### src/rtl/fp_fixed_convert_pipe.sv
// fp_fixed_convert_pipe: 3-stage bidirectional IEEE-754 single <-> signed Q(INT_W.FRAC_W)
// converter with valid/ready flow control on both sides.
// Build option: define CONV_ROUND_EN for round-to-nearest-even on dropped bits
// (default build truncates toward zero). Latency is the same in both builds.
module fp_fixed_convert_pipe #(
  parameter int INT_W  = 8,
  parameter int FRAC_W = 13
) (
  input  logic        clk,
  input  logic        reset_n,
  input  logic        in_valid,
  output logic        in_ready,
  input  logic        in_mode,
  input  logic [31:0] in_data,
  output logic        out_valid,
  input  logic        out_ready,
  output logic        out_mode,
  output logic [31:0] out_data,
  output logic        out_ovf
);

  localparam int W = INT_W + FRAC_W;
  localparam logic [31:0] MAX_POS = 32'((64'd1 << (W - 1)) - 64'd1);
  localparam logic [31:0] MIN_NEG = ~MAX_POS;
  localparam logic [32:0] LIM     = 33'd1 << (W - 1);

`ifdef CONV_ROUND_EN
  localparam logic ROUND_EN = 1'b1;
`else
  localparam logic ROUND_EN = 1'b0;
`endif

  typedef enum logic [1:0] {K_NORM, K_ZERO, K_SAT, K_NAN} kind_e;

  logic        s1_valid_q, s1_valid_d, s1_mode_q, s1_mode_d, s1_sign_q, s1_sign_d;
  kind_e       s1_kind_q, s1_kind_d;
  logic [31:0] s1_sig_q, s1_sig_d;   // F2X: 1.m as 24-bit integer; X2F: |x|
  logic [5:0]  s1_sh_q, s1_sh_d;     // F2X: left shift placing binary point at bit 32; X2F: leading-one index
  logic        s2_valid_q, s2_valid_d, s2_mode_q, s2_mode_d, s2_sign_q, s2_sign_d;
  kind_e       s2_kind_q, s2_kind_d;
  logic [63:0] s2_ext_q, s2_ext_d;   // F2X: |value|*2^(FRAC_W+32); X2F: leading one at bit 63
  logic [7:0]  s2_exp_q, s2_exp_d;
  logic        out_valid_q, out_valid_d, out_mode_q, out_mode_d, out_ovf_q, out_ovf_d;
  logic [31:0] out_data_q, out_data_d;
  logic        s1_load, s2_load, s3_load;

  // Stage load enables: a stage loads when empty or when its contents move on
  always_comb begin
    s3_load = !out_valid_q || out_ready;
    s2_load = !s2_valid_q || s3_load;
    s1_load = !s1_valid_q || s2_load;
  end

  assign in_ready  = s1_load;
  assign out_valid = out_valid_q;
  assign out_mode  = out_mode_q;
  assign out_data  = out_data_q;
  assign out_ovf   = out_ovf_q;

  // S1: classify/unpack the float, or take |x| and find its leading one
  always_comb begin : s1_comb
    logic [7:0]   f_exp;
    int           e_i;
    logic [W-1:0] x_in;
    logic [W-1:0] x_mag;
    logic [4:0]   lod;
    s1_valid_d = s1_valid_q;
    s1_mode_d  = s1_mode_q;
    s1_sign_d  = s1_sign_q;
    s1_kind_d  = s1_kind_q;
    s1_sig_d   = s1_sig_q;
    s1_sh_d    = s1_sh_q;
    f_exp = in_data[30:23];
    e_i   = int'(f_exp) - 127;
    x_in  = in_data[W-1:0];
    x_mag = x_in[W-1] ? (~x_in + W'(1)) : x_in;
    lod   = '0;
    for (int unsigned i = 0; i < W; i++) begin
      if (x_mag[i]) lod = 5'(i);
    end
    if (s1_load) begin
      s1_valid_d = in_valid;
      if (in_valid) begin
        s1_mode_d = in_mode;
        if (!in_mode) begin
          s1_sign_d = in_data[31];
          s1_sig_d  = {8'h00, 1'b1, in_data[22:0]};
          s1_sh_d   = '0;
          if (f_exp == 8'hFF)
            s1_kind_d = (in_data[22:0] == '0) ? K_SAT : K_NAN;
          else if (f_exp == 8'h00 || e_i < -FRAC_W - 1)
            s1_kind_d = K_ZERO;
          else if (e_i > INT_W - 1)
            s1_kind_d = K_SAT;
          else begin
            // e = INT_W-1 still goes through the shifter so -2^(INT_W-1) stays exact
            s1_kind_d = K_NORM;
            s1_sh_d   = 6'(e_i + FRAC_W + 9);
          end
        end else begin
          s1_sign_d = x_in[W-1];
          s1_sig_d  = 32'(x_mag);
          s1_sh_d   = {1'b0, lod};
          s1_kind_d = (x_mag == '0) ? K_ZERO : K_NORM;
        end
      end
    end
  end

  // S2: barrel shift into a wide frame keeping all dropped bits for rounding
  always_comb begin
    s2_valid_d = s2_valid_q;
    s2_mode_d  = s2_mode_q;
    s2_sign_d  = s2_sign_q;
    s2_kind_d  = s2_kind_q;
    s2_ext_d   = s2_ext_q;
    s2_exp_d   = s2_exp_q;
    if (s2_load) begin
      s2_valid_d = s1_valid_q;
      if (s1_valid_q) begin
        s2_mode_d = s1_mode_q;
        s2_sign_d = s1_sign_q;
        s2_kind_d = s1_kind_q;
        if (!s1_mode_q) begin
          s2_ext_d = {32'h0, s1_sig_q} << s1_sh_q;
          s2_exp_d = '0;
        end else begin
          s2_ext_d = {s1_sig_q << (5'd31 - s1_sh_q[4:0]), 32'h0};
          s2_exp_d = 8'(127 + int'(s1_sh_q) - FRAC_W);
        end
      end
    end
  end

  // S3: round, saturate/negate or pack into the output register; held while stalled
  always_comb begin : s3_comb
    logic        inc_f, inc_x;
    logic [32:0] mag_r;
    logic [23:0] mant_r;
    out_valid_d = out_valid_q;
    out_mode_d  = out_mode_q;
    out_data_d  = out_data_q;
    out_ovf_d   = out_ovf_q;
    inc_f  = ROUND_EN & s2_ext_q[31] & ((|s2_ext_q[30:0]) | s2_ext_q[32]);
    inc_x  = ROUND_EN & s2_ext_q[39] & ((|s2_ext_q[38:0]) | s2_ext_q[40]);
    mag_r  = {1'b0, s2_ext_q[63:32]} + 33'(inc_f);
    mant_r = {1'b0, s2_ext_q[62:40]} + 24'(inc_x);
    if (s3_load) begin
      out_valid_d = s2_valid_q;
      if (s2_valid_q) begin
        out_mode_d = s2_mode_q;
        out_ovf_d  = 1'b0;
        out_data_d = '0;
        if (!s2_mode_q) begin
          case (s2_kind_q)
            K_ZERO: out_data_d = '0;
            K_NAN:  out_ovf_d  = 1'b1;
            K_SAT: begin
              out_data_d = s2_sign_q ? MIN_NEG : MAX_POS;
              out_ovf_d  = 1'b1;
            end
            default: begin
              if (!s2_sign_q && mag_r >= LIM) begin
                out_data_d = MAX_POS;
                out_ovf_d  = 1'b1;
              end else if (s2_sign_q && mag_r > LIM) begin
                out_data_d = MIN_NEG;
                out_ovf_d  = 1'b1;
              end else begin
                out_data_d = s2_sign_q ? (~mag_r[31:0] + 32'd1) : mag_r[31:0];
              end
            end
          endcase
        end else if (s2_kind_q != K_ZERO) begin
          out_data_d = {s2_sign_q, s2_exp_q + 8'(mant_r[23]), mant_r[22:0]};
        end
      end
    end
  end

  // Pipeline registers; async reset empties every stage at once
  always_ff @(posedge clk or negedge reset_n) begin
    if (!reset_n) begin
      s1_valid_q  <= 1'b0;
      s1_mode_q   <= 1'b0;
      s1_sign_q   <= 1'b0;
      s1_kind_q   <= K_NORM;
      s1_sig_q    <= '0;
      s1_sh_q     <= '0;
      s2_valid_q  <= 1'b0;
      s2_mode_q   <= 1'b0;
      s2_sign_q   <= 1'b0;
      s2_kind_q   <= K_NORM;
      s2_ext_q    <= '0;
      s2_exp_q    <= '0;
      out_valid_q <= 1'b0;
      out_mode_q  <= 1'b0;
      out_data_q  <= '0;
      out_ovf_q   <= 1'b0;
    end else begin
      s1_valid_q  <= s1_valid_d;
      s1_mode_q   <= s1_mode_d;
      s1_sign_q   <= s1_sign_d;
      s1_kind_q   <= s1_kind_d;
      s1_sig_q    <= s1_sig_d;
      s1_sh_q     <= s1_sh_d;
      s2_valid_q  <= s2_valid_d;
      s2_mode_q   <= s2_mode_d;
      s2_sign_q   <= s2_sign_d;
      s2_kind_q   <= s2_kind_d;
      s2_ext_q    <= s2_ext_d;
      s2_exp_q    <= s2_exp_d;
      out_valid_q <= out_valid_d;
      out_mode_q  <= out_mode_d;
      out_data_q  <= out_data_d;
      out_ovf_q   <= out_ovf_d;
    end
  end

endmodule

### config.mk
export PLATFORM = sky130hd
export DESIGN_NAME = fp_fixed_convert_pipe
export DESIGN_NICKNAME = d
export VERILOG_FILES = /design/src/rtl/fp_fixed_convert_pipe.sv
export SDC_FILE = /design/constraint.sdc
export NUM_CORES = 1
export LEC_CHECK = 0
export CAP_MARGIN = 15
export CORE_MARGIN = 2
export CORE_UTILIZATION = 60
export DETAILED_ROUTE_END_ITERATION = 8
export PLACE_DENSITY = 0.81
export SLEW_MARGIN = 20
export SYNTH_ARGS = -nofsm -noshare
export SYNTH_HDL_FRONTEND = slang
export SYNTH_SLANG_ARGS = --single-unit
### constraint.sdc
create_clock -name clk -period 8.1 [get_ports clk]
set_input_delay 0.81 -clock clk [delete_from_list [all_inputs] [get_ports clk]]
set_output_delay 0.81 -clock clk [all_outputs]
set_load 0.01 [all_outputs]
==> flow_metrics.tcl, run 1 <==
set metrics [dict create \
    status "completed" \
    syn_inst 1255 \
    crit_start "in_data[23]" \
    ctsHoldBuffers 0 \
    core_um2 16600 \
    grt_pass1_vias 9335 \
    grt_overflow 0 \
    cts.repair.resized 0 \
    startpoint_type "input pin" \
    critPathKind "in2reg" \
    ctsRootBufferMaster "clkbuf_16" \
    grt_pass1_wl_um 51100 \
    die_h_um 135 \
    pwr-share-clk_pct 25.9 \
    antenna_cells 0 \
    viasPerCell 6.95 \
    rsz0062_at_grt "no" \
    htreeDepth 4 \
    slew_headroom_pct 25.4 \
    die_width_um 135 \
    critPathCapture "s1_sh_q[1]" \
    route.detailed.drc 0 \
    initial_core_util_pct 61.7 \
    finalClockSkew_ns 0.0100 \
    place_congestion 0.975 \
    synth_edf_count 0 \
    drtAntennaViolNets 0 \
    clockBufferDepth 2 \
    antenna_found_initial 0 \
    hold_path.class "in2async" \
    swShare_pct 40.5 \
    final_nets 1292 \
    fin_util_pct 69.2 \
    synth-async-reset-ratio_pct 100 \
    powerDensity_nw_per_um2 247 \
    drtIter0Drc 1268 \
    worstMarginPinSlew_ns 1.12 \
    numPortBuffers 72 \
    dp_slack_ns 3.98 \
    cts_buffers 17 \
    max_freq_mhz 266 \
    finalWirelength_um 32600 \
    leakagePower_nw 4.57 \
    dieArea_um2 18200 \
    maxSlewViolCount 0 \
    dr.pass1.iters 5 \
    rrSetupSlack_ns 4.39 \
    area_growth_pct 12.1 \
    rows 47 \
    synth_warnings 0 \
    switchingPower_mw 1.15 \
    dr_total_vias 10292 \
    fin_crit_sh_pct 46.4 \
    io-pin-count 73 \
    crit_path_end_kind "flop" \
    cp_max_fo 10 \
    track_usage_pct 36.1 \
    nFillCells 1387 \
    wl_per_cell_um 22.0 \
    required_ns 8.43 \
    hold_viol_final 0 \
    p_comb_share_pct 43.0 \
    seq_area_frac_synth_pct 28.0 \
    maxCapViolCount 0 \
    postCtsSetupBuffers 0 \
    intPower_mw 1.69 \
    layout_min_cycle_time_ns 3.76 \
    rr_worst_depth 7 \
    timing.rr.end "s2_ext_q[61]" \
    ys_types 81 \
    cts_sinks 115 \
    syn-num-nets 1300 \
    worstSkewPairLatency_ns 0.42 \
    clkTransAtPathRegs_ns 0.06 \
    p_seq_share_pct 31.0 \
    dp_hpwl_um 23600 \
    cp.arrival_ns 4.10 \
    synthFlopType "dfrtp_1" \
    rr_startpoint "s1_sh_q[0]" \
    drive_above_1_share_pct 10.7 \
    yosys_register_bits 115 \
    synthesis.area_um2 10300 \
    setup_viol 0 \
    vdd_ir_drop_max_mv 0.155 \
    synth.avg_cell_area_um2 8.18 \
    grt_max_degree 73 \
    tritoncts "done" \
    finalWorstSetupSlack_ns 4.34 \
    finalSetupTns_ns 0 \
]
## per-stage QoR
stage | hold slack, ns | power [mW] | instances | area (um^2)
after global placement | 0.454 | 2.06 | 1448 | 10900
final | 0.395 | 2.84 | 1480 | 11500
after CTS | 0.409 | 2.81 | 1480 | 11500
after floorplan | 0.439 | 1.65 | 1255 | 10300
after global routing | 0.437 | 2.98 | 1480 | 11500
after detailed placement | 0.458 | 2.08 | 1448 | 10900
## kinds of logic after synthesis
logic type                 count (synthesis)  synth area share [%]
DFF                                      115                  28.0
AOI/OAI and AO/OA                        378                  24.3
adders and majority gates                  8                 0.975
buffers and inverters                    133                  5.02
muxes                                    116                  16.5
and+or+nand+nor                          457                  21.1
xor gates and xnor gates                  48                  4.10
## cells in the final DEF (no fill, tap or decap), types with 10 or more instances in the layout
master,n
clkbuf_16,17
xnor2_1,27
o31ai_1,17
nand2_1,166
nor4_1,12
a21oi_1,70
nand2b_1,15
buf_4,14
o21ai_0,110
mux2_2,23
a31oi_1,11
a22oi_1,23
a211oi_1,16
o22ai_1,13
clkdlybuf4s50_1,71
nand3_1,27
o211ai_1,12
nand4_1,10
inv_1,18
mux4_2,40
a221o_1,17
dfrtp_1,113
nor2_1,122
nor3_1,30
mux2i_1,53
xor2_1,21
## power groups by stage
| stage | clock, mW | sequential [mW] | combinational [mW] |
|---|---|---|---|
| 3_3_place_gp | 0 | 0.876 | 1.18 |
| 3_5_place_dp | 0 | 0.883 | 1.19 |
| 6_report | 0.737 | 0.882 | 1.22 |
| 5_1_grt | 0.765 | 0.899 | 1.32 |
| 4_1_cts | 0.740 | 0.874 | 1.20 |
| 2_1_floorplan | 0 | 0.846 | 0.803 |
## layer usage
layer | wire [um] | GRT usage [%]
met1 | 13200 | 48.5
met2 | 14900 | 57.1
met3 | 2860 | 6.27
met4 | 1610 | 16.6
met5 | 0 | 0
## worst min-delay path by stage
stage | to | slack [ns]
after floorplan | s2_kind_q[0] | 0.44
after global placement | s2_kind_q[1] | 0.45
after detailed placement | s2_kind_q[1] | 0.46
after CTS | s1_sig_q[15] | 0.41
after global routing | s1_sig_q[15] | 0.44
final | s1_sig_q[17] | 0.39
## synth_stat cells (6+ instances only)
cell | count | share of area, %
a211oi_1 | 16 | 1.2
a21oi_1 | 70 | 3.4
a221o_1 | 17 | 1.7
a22oi_1 | 23 | 1.7
a31oi_1 | 11 | 0.67
a32o_1 | 7 | 0.68
and3_1 | 7 | 0.43
buf_1 | 17 | 0.62
buf_2 | 12 | 0.59
clkbuf_1 | 82 | 3.0
dfrtp_1 | 115 | 28
ha_1 | 8 | 0.98
inv_1 | 18 | 0.66
mux2_2 | 23 | 2.5
mux2i_1 | 53 | 5.2
mux4_2 | 40 | 8.8
nand2_1 | 167 | 6.1
nand2b_1 | 15 | 0.91
nand3_1 | 27 | 1.3
nand4_1 | 10 | 0.61
nor2_1 | 122 | 4.5
nor2b_1 | 9 | 0.55
nor3_1 | 30 | 1.5
nor4_1 | 13 | 0.79
o211ai_1 | 12 | 0.88
o21a_1 | 7 | 0.51
o21ai_0 | 110 | 5.4
o21bai_1 | 6 | 0.44
o221ai_1 | 8 | 0.68
o22ai_1 | 13 | 0.79
o31ai_1 | 17 | 1.2
or2_2 | 9 | 0.55
or3_1 | 9 | 0.55
xnor2_1 | 27 | 2.3
xor2_1 | 21 | 1.8
## cell type report
cell class                 instances  area, um^2  share of cell area [%]
multi-input combinational       1007        6880                    59.8
sequential                       115        2880                    25.0
timing repair buffer              85         816                    7.09
clock buffer                      17         425                    3.70
tap                              220         275                    2.39
clock inverter                    15         150                    1.30
inverter                          21        78.8                   0.685
## flip-flops by register name, indices dropped and copies added (netlist names)
| name | count |
|---|---|
| s1_sign_q | 1 |
| s2_ext_q | 32 |
| s2_exp_q | 8 |
| out_valid | 1 |
| s1_valid_q | 1 |
| s1_sig_q | 24 |
| s2_kind_q | 2 |
| s1_kind_q | 2 |
| out_mode | 1 |
| s2_mode_q | 1 |
| s1_sh_q | 6 |
| out_data | 32 |
| out_ovf | 1 |
| s1_mode_q | 1 |
| s2_valid_q | 1 |
| s2_sign_q | 1 |
## worst max-delay path, stage by stage
cell and delay (ns):
clkdlybuf4s50_1 0.62, ha_1 0.39, xor2_1 0.28, inv_1 0.07
ha_1 0.22, a2111oi_0 0.73, a22oi_1 0.30, o311ai_0 0.38
nor4_1 0.08, nor3_1 0.20
No activity file was read; power rests on OpenSTA's default activity.
==> run 2, diff against run 1 <==
==> constraint.sdc (replaced) <==
create_clock -name clk -period 3.8 [get_ports clk]
set_input_delay 0.38 -clock clk [delete_from_list [all_inputs] [get_ports clk]]
set_output_delay 0.38 -clock clk [all_outputs]
set_load 0.01 [all_outputs]
==> run 2 against run 1 <==
- clock-buffer cell count is 2 higher
- final cell count is 1.9% higher
- sequential cell count stayed put
- clock skew is 0.0062 ns higher
- sequential power is 120% higher
- routed wire length is 1.6% higher
- sequential share of layout area is 0.53 points lower
- via count is 1.3% higher
- non-clock buffer count is 28 higher
- first-iteration DRC count is 14% higher
- critical path type unchanged
- largest cell class unchanged
- largest power group unchanged
- highest routed layer unchanged
==> flow_metrics.tcl, run 2 (synthesis results as in run 1) <==
set metrics [dict create \
    slowest_stage "clkdlybuf4s50_1" \
    ctsRootBufferMaster "clkbuf_16" \
    wl_met1_um 12900 \
    antenna_cells 0 \
    cp_max_fo 10 \
    grt_max_degree 81 \
    wl_met3_um 3110 \
    finalSetupTns_ns 0 \
    drtIter0Drc 1450 \
    status "completed" \
    worst_path_most_repeated_cell "ha_1" \
    die_h_um 135 \
    cp.arrival_ns 3.50 \
    cts.repair.resized 0 \
    worstSkewPairLatency_ns 0.43 \
    rr_worst_depth 6 \
    worstMarginPinSlew_ns 1.14 \
    crit_path_end_kind "flop" \
    final_nets 1320 \
    rsz0062_at_grt "no" \
    tritoncts "done" \
    hold_viol_final 0 \
    numPortBuffers 72 \
    finalClockSkew_ns 0.0163 \
    powerDensity_nw_per_um2 525 \
    place_congestion 1.01 \
    clockBufferDepth 2 \
    fin_hold_ws_ns 0.455 \
    route.detailed.drc 0 \
    rrSetupSlack_ns 0.65 \
    fin_util_pct 70.7 \
    dp_slack_ns 0.209 \
    antenna_found_initial 0 \
    required_ns 4.15 \
    ctsHoldBuffers 1 \
    grt_pass1_vias 9712 \
    grt_overflow 0 \
    max_freq_mhz 317 \
    finalWirelength_um 33100 \
    postCtsSetupBuffers 0 \
    path_cells "clkdlybuf4s50_1 -> ha_1 -> xor2_1 -> inv_1 -> ha_1 -> a2111oi_0 -> buf_4 -> a22oi_1 -> o31ai_1 -> o22ai_1 -> a21oi_1" \
    wl_per_cell_um 22.0 \
    core_um2 16600 \
    startpoint_type "input pin" \
    viasPerCell 6.91 \
    htreeDepth 4 \
    cts_sinks 115 \
    hold_path.class "in2async" \
    critPathKind "in2reg" \
    leakagePower_nw 4.71 \
    rows 47 \
    drtAntennaViolNets 0 \
    track_usage_pct 36.8 \
    dr.pass1.iters 6 \
    die_width_um 135 \
    final_cell_mix "166 x nand2_1, 122 x nor2_1, 113 x dfrtp_1" \
    drive_above_1_share_pct 12.4 \
    timing.rr.end "s2_ext_q[45]" \
    wl_met2_um 15600 \
    maxCapViolCount 0 \
    area_growth_pct 14.6 \
    layout_min_cycle_time_ns 3.16 \
    vdd_ir_drop_max_mv 0.308 \
    dieArea_um2 18200 \
    critPathTopFamily "compound AO/OA/AOI/OAI gates" \
    fin_crit_sh_pct 83.1 \
    cp_num_buf_inv 3 \
    final_common_cell "nand2_1" \
    finalWorstSetupSlack_ns 0.643 \
    rr_startpoint "s1_sh_q[0]" \
    setup_viol 0 \
    maxSlewViolCount 0 \
    initial_core_util_pct 61.7 \
    dp_hpwl_um 24800 \
    cts_buffers 17 \
    grt_pass1_wl_um 52500 \
    io-pin-count 73 \
    slew_headroom_pct 23.0 \
    critical_path.max_stage_delay_ns 0.64 \
    clkTransAtPathRegs_ns 0.07 \
    dr_total_vias 10421 \
    highest_layer "met4" \
]
run 2: changes by cell type in the layout (fill, tap and decap cells not counted):
cell,previous run,this run
clkbuf_1,0,1
inv_8,2,1
clkbuf_8,0,1
nor4_1,12,13
inv_6,4,2
nor4_2,2,1
buf_12,0,2
bufinv_16,1,2
buf_4,14,39
dlygate4sd3_1,0,1
run 2: worst reg2reg max path, stage by stage (launching register included):
cell      delay (ns)
dfrtp_4         0.89
mux4_2          0.67
a22oi_1         0.31
mux2i_1         0.19
a22o_1          0.28
a221oi_1        0.59
nor2_1          0.09
run 2: layout make-up:
cell class	instances	area, um^2
clock buffer	19	443
inverter	21	78.8
sequential	115	2880
tap	220	275
multi-input combinational	1007	6880
fill	1364	4880
timing repair buffer	113	1050
clock inverter	13	151
run 2: worst max path at each step:
stage                            from    endpoint  slack, ns  cells past startpoint
final                     in_data[23]  s1_sh_q[0]       0.64                     11
after global routing      in_data[23]  s1_sh_q[0]       0.29                     11
after CTS                 in_data[23]  s1_sh_q[0]       0.65                     11
after detailed placement  in_data[23]  s1_sh_q[0]       0.21                     11
after global placement    in_data[23]  s1_sh_q[0]       0.27                     11
after floorplan           in_data[23]  s1_sh_q[1]       1.12                     10
run 2: per-layer routing:
metal / global-route usage [%] / vias up
li1: - / 4737
met4: 16.3 / 0
met3: 6.34 / 123
met5: 0 / -
met2: 60.3 / 604
met1: 48.1 / 4957
run 2: power breakdown:
group | total [mW] | switching (mW) | internal (mW)
clock network | 1.62 | 0.632 | 0.992
registers | 1.92 | 0.408 | 1.51
logic | 2.62 | 1.41 | 1.21
run 2: stage by stage:
stage	total power [mW]	cell area [um^2]	instances
floorplan	3.51	10300	1255
global placement	4.43	11200	1475
detailed placement	4.48	11200	1475
CTS	6.11	11800	1508
global route	6.46	11800	1508
finish	6.17	11800	1508
==> run 3, diff against run 2 <==
--- a/config.mk
+++ b/config.mk
@@ -7,9 +7,9 @@
 export LEC_CHECK = 0
 export CAP_MARGIN = 15
 export CORE_MARGIN = 2
-export CORE_UTILIZATION = 60
+export CORE_UTILIZATION = 55
 export DETAILED_ROUTE_END_ITERATION = 8
-export PLACE_DENSITY = 0.81
+export PLACE_DENSITY = 0.78
 export SLEW_MARGIN = 20
 export SYNTH_ARGS = -nofsm -noshare
 export SYNTH_HDL_FRONTEND = slang
==> constraint.sdc (replaced) <==
create_clock -name clk -period 2.8 [get_ports clk]
set_input_delay 0.28 -clock clk [delete_from_list [all_inputs] [get_ports clk]]
set_output_delay 0.28 -clock clk [all_outputs]
set_load 0.01 [all_outputs]
==> run 3 against run 2 <==
- sequential power rose by 31%
- design area rose by 8.6%
- clock power rose by 43%
- via count rose by 6.2%
- largest cell class unchanged
==> flow_metrics.tcl, run 3 (synthesis results as in run 1) <==
set metrics [dict create \
    status "completed" \
    grt_pass1_wl_um 57400 \
    vdd_ir_drop_max_mv 0.348 \
    initial_core_util_pct 56.6 \
    worstSkewPairLatency_ns 0.43 \
    dr_total_vias 11063 \
    max_freq_mhz 366 \
    core_um2 18100 \
    leakagePower_nw 5.33 \
    cp_num_buf_inv 0 \
    rows 49 \
    clockBufferDepth 2 \
    maxCapViolCount 0 \
    fin_util_pct 70.4 \
    startpoint_type "flop" \
    route.detailed.drc 0 \
    cts_sinks 115 \
    wl_per_cell_um 22.3 \
    critPathTopFamily "simple AND/OR/NAND/NOR gates" \
    viasPerCell 6.78 \
    dp_hpwl_um 27800 \
    critPathKind "reg2reg" \
    slowest_stage "or4_4" \
    finalClockSkew_ns 0.0157 \
    setup_viol 0 \
    ctsRootBufferMaster "clkbuf_16" \
    worstMarginPinSlew_ns 0.699 \
    postCtsSetupBuffers 0 \
    drtAntennaViolNets 0 \
    io-pin-count 73 \
    slew_headroom_pct 53.3 \
    die_h_um 141 \
    worst_path_most_repeated_cell "or3_4" \
    antenna_found_initial 1 \
    drive_above_1_share_pct 19.8 \
    grt_pass1_vias 10248 \
    final_cell_mix "167 x nand2_1, 146 x buf_4, 122 x nor2_1" \
    die_width_um 141 \
    hold_path.class "in2async" \
    drtIter0Drc 1284 \
    cp.arrival_ns 3.03 \
    layout_min_cycle_time_ns 2.73 \
    dr.pass1.iters 5 \
    powerDensity_nw_per_um2 695 \
    final_cells 1632 \
    cp_max_fo 5 \
    tritoncts "done" \
    finalWirelength_um 36500 \
    final_nets 1434 \
    critical_path.max_stage_delay_ns 0.54 \
    place_congestion 1.04 \
    numPortBuffers 72 \
    place_inst 1597 \
    required_ns 3.10 \
    track_usage_pct 37.1 \
    area_growth_pct 24.4 \
    cts_buffers 17 \
    finalSetupTns_ns 0 \
    hold_viol_final 0 \
    maxSlewViolCount 0 \
    path_cells "or4_4 -> or3_4 -> or3_1 -> a21o_1 -> or3_4 -> nor2b_4 -> a221o_1" \
    clkTransAtPathRegs_ns 0.06 \
    dieArea_um2 19800 \
    grt_max_degree 69 \
    htreeDepth 4 \
    grt_overflow 0 \
    crit_path_end_kind "flop" \
    final_common_cell "nand2_1" \
    fin_crit_sh_pct 97.6 \
]
run 3: cell types whose count changed in the layout (fill, tap and decap cells not counted), sizes merged:
| cell | previous run | this run |
|---|---|---|
| buf | 41 | 154 |
| bufinv | 2 | 3 |
| clkbuf | 19 | 20 |
| clkinv | 6 | 5 |
| clkinvlp | 3 | 2 |
| diode | 0 | 1 |
| inv | 23 | 24 |
run 3: worst reg2reg max path: stages (launching register included):
cell and delay (ns):
dfrtp_1 0.37, or4_4 0.54, or3_4 0.34, or3_1 0.34
a21o_1 0.22, or3_4 0.37, nor2b_4 0.16, a221o_1 0.26
run 3: path summary, 6_finish.rpt:
kind                       slack [ns]  cells past startpoint           end    startpoint
max                              0.07                      7  out_data[30]  s2_ext_q[44]
min                              0.42                      2  s1_sig_q[16]       reset_n
max in group asynchronous        1.61                      3  s2_ext_q[54]       reset_n
min reg2reg                      0.47                      2     s2_sign_q     s1_sign_q
min in group clk                 0.47                      2     s2_sign_q     s1_sign_q
max reg2reg                      0.07                      7  out_data[30]  s2_ext_q[44]
run 3: where the power goes:
group          total, mW  internal (mW)  switching [mW]  leakage [nW]
Combinational       4.03           1.90            2.13          3.57
Sequential          2.52           2.06           0.465          1.46
Clock               2.32           1.46           0.863         0.301
Total               8.88           5.41            3.46          5.33
run 3: area by class of cell:
class                   instances  area [um^2]
clock inverters                13          171
multi-input cells            1007         6890
well taps                     229          287
diodes                          1         2.50
inverters                      21         78.8
flip-flops and latches        115         2880
fillers                      1489         5380
clock buffers                  19          453
repair buffers                227         2000
run 3: metrics by stage:
step / hold WS, ns / cell area (um^2) / power (mW) / setup WS (ns)
after CTS: 0.450 / 12700 / 8.75 / 0.0694
final: 0.420 / 12800 / 8.88 / 0.0670
after detailed placement: 0.335 / 12100 / 6.44 / -0.231
after floorplan: -0.0156 / 10300 / 4.77 / 0.140
after global routing: 0.501 / 12800 / 9.29 / -0.00523
after global placement: 0.337 / 12100 / 6.37 / -0.183
run 3: layer usage:
| layer | share of wire (%) | vias to the layer above | track usage [%] |
|---|---|---|---|
| li1 | - | 4963 | - |
| met1 | 40 | 5359 | 49.7 |
| met2 | 47 | 625 | 59.4 |
| met3 | 8.7 | 116 | 5.94 |
| met4 | 4.9 | 0 | 16.9 |
| met5 | 0 | - | 0 |
run 3: timing repair:
| action | CTS | global route |
|---|---|---|
| endpoints found under the hold margin | 47 | 0 |
| resized for setup | 0 | 4 |
| hold buffers | 1 | 0 |
| endpoints found under the setup margin | 0 | 9 |
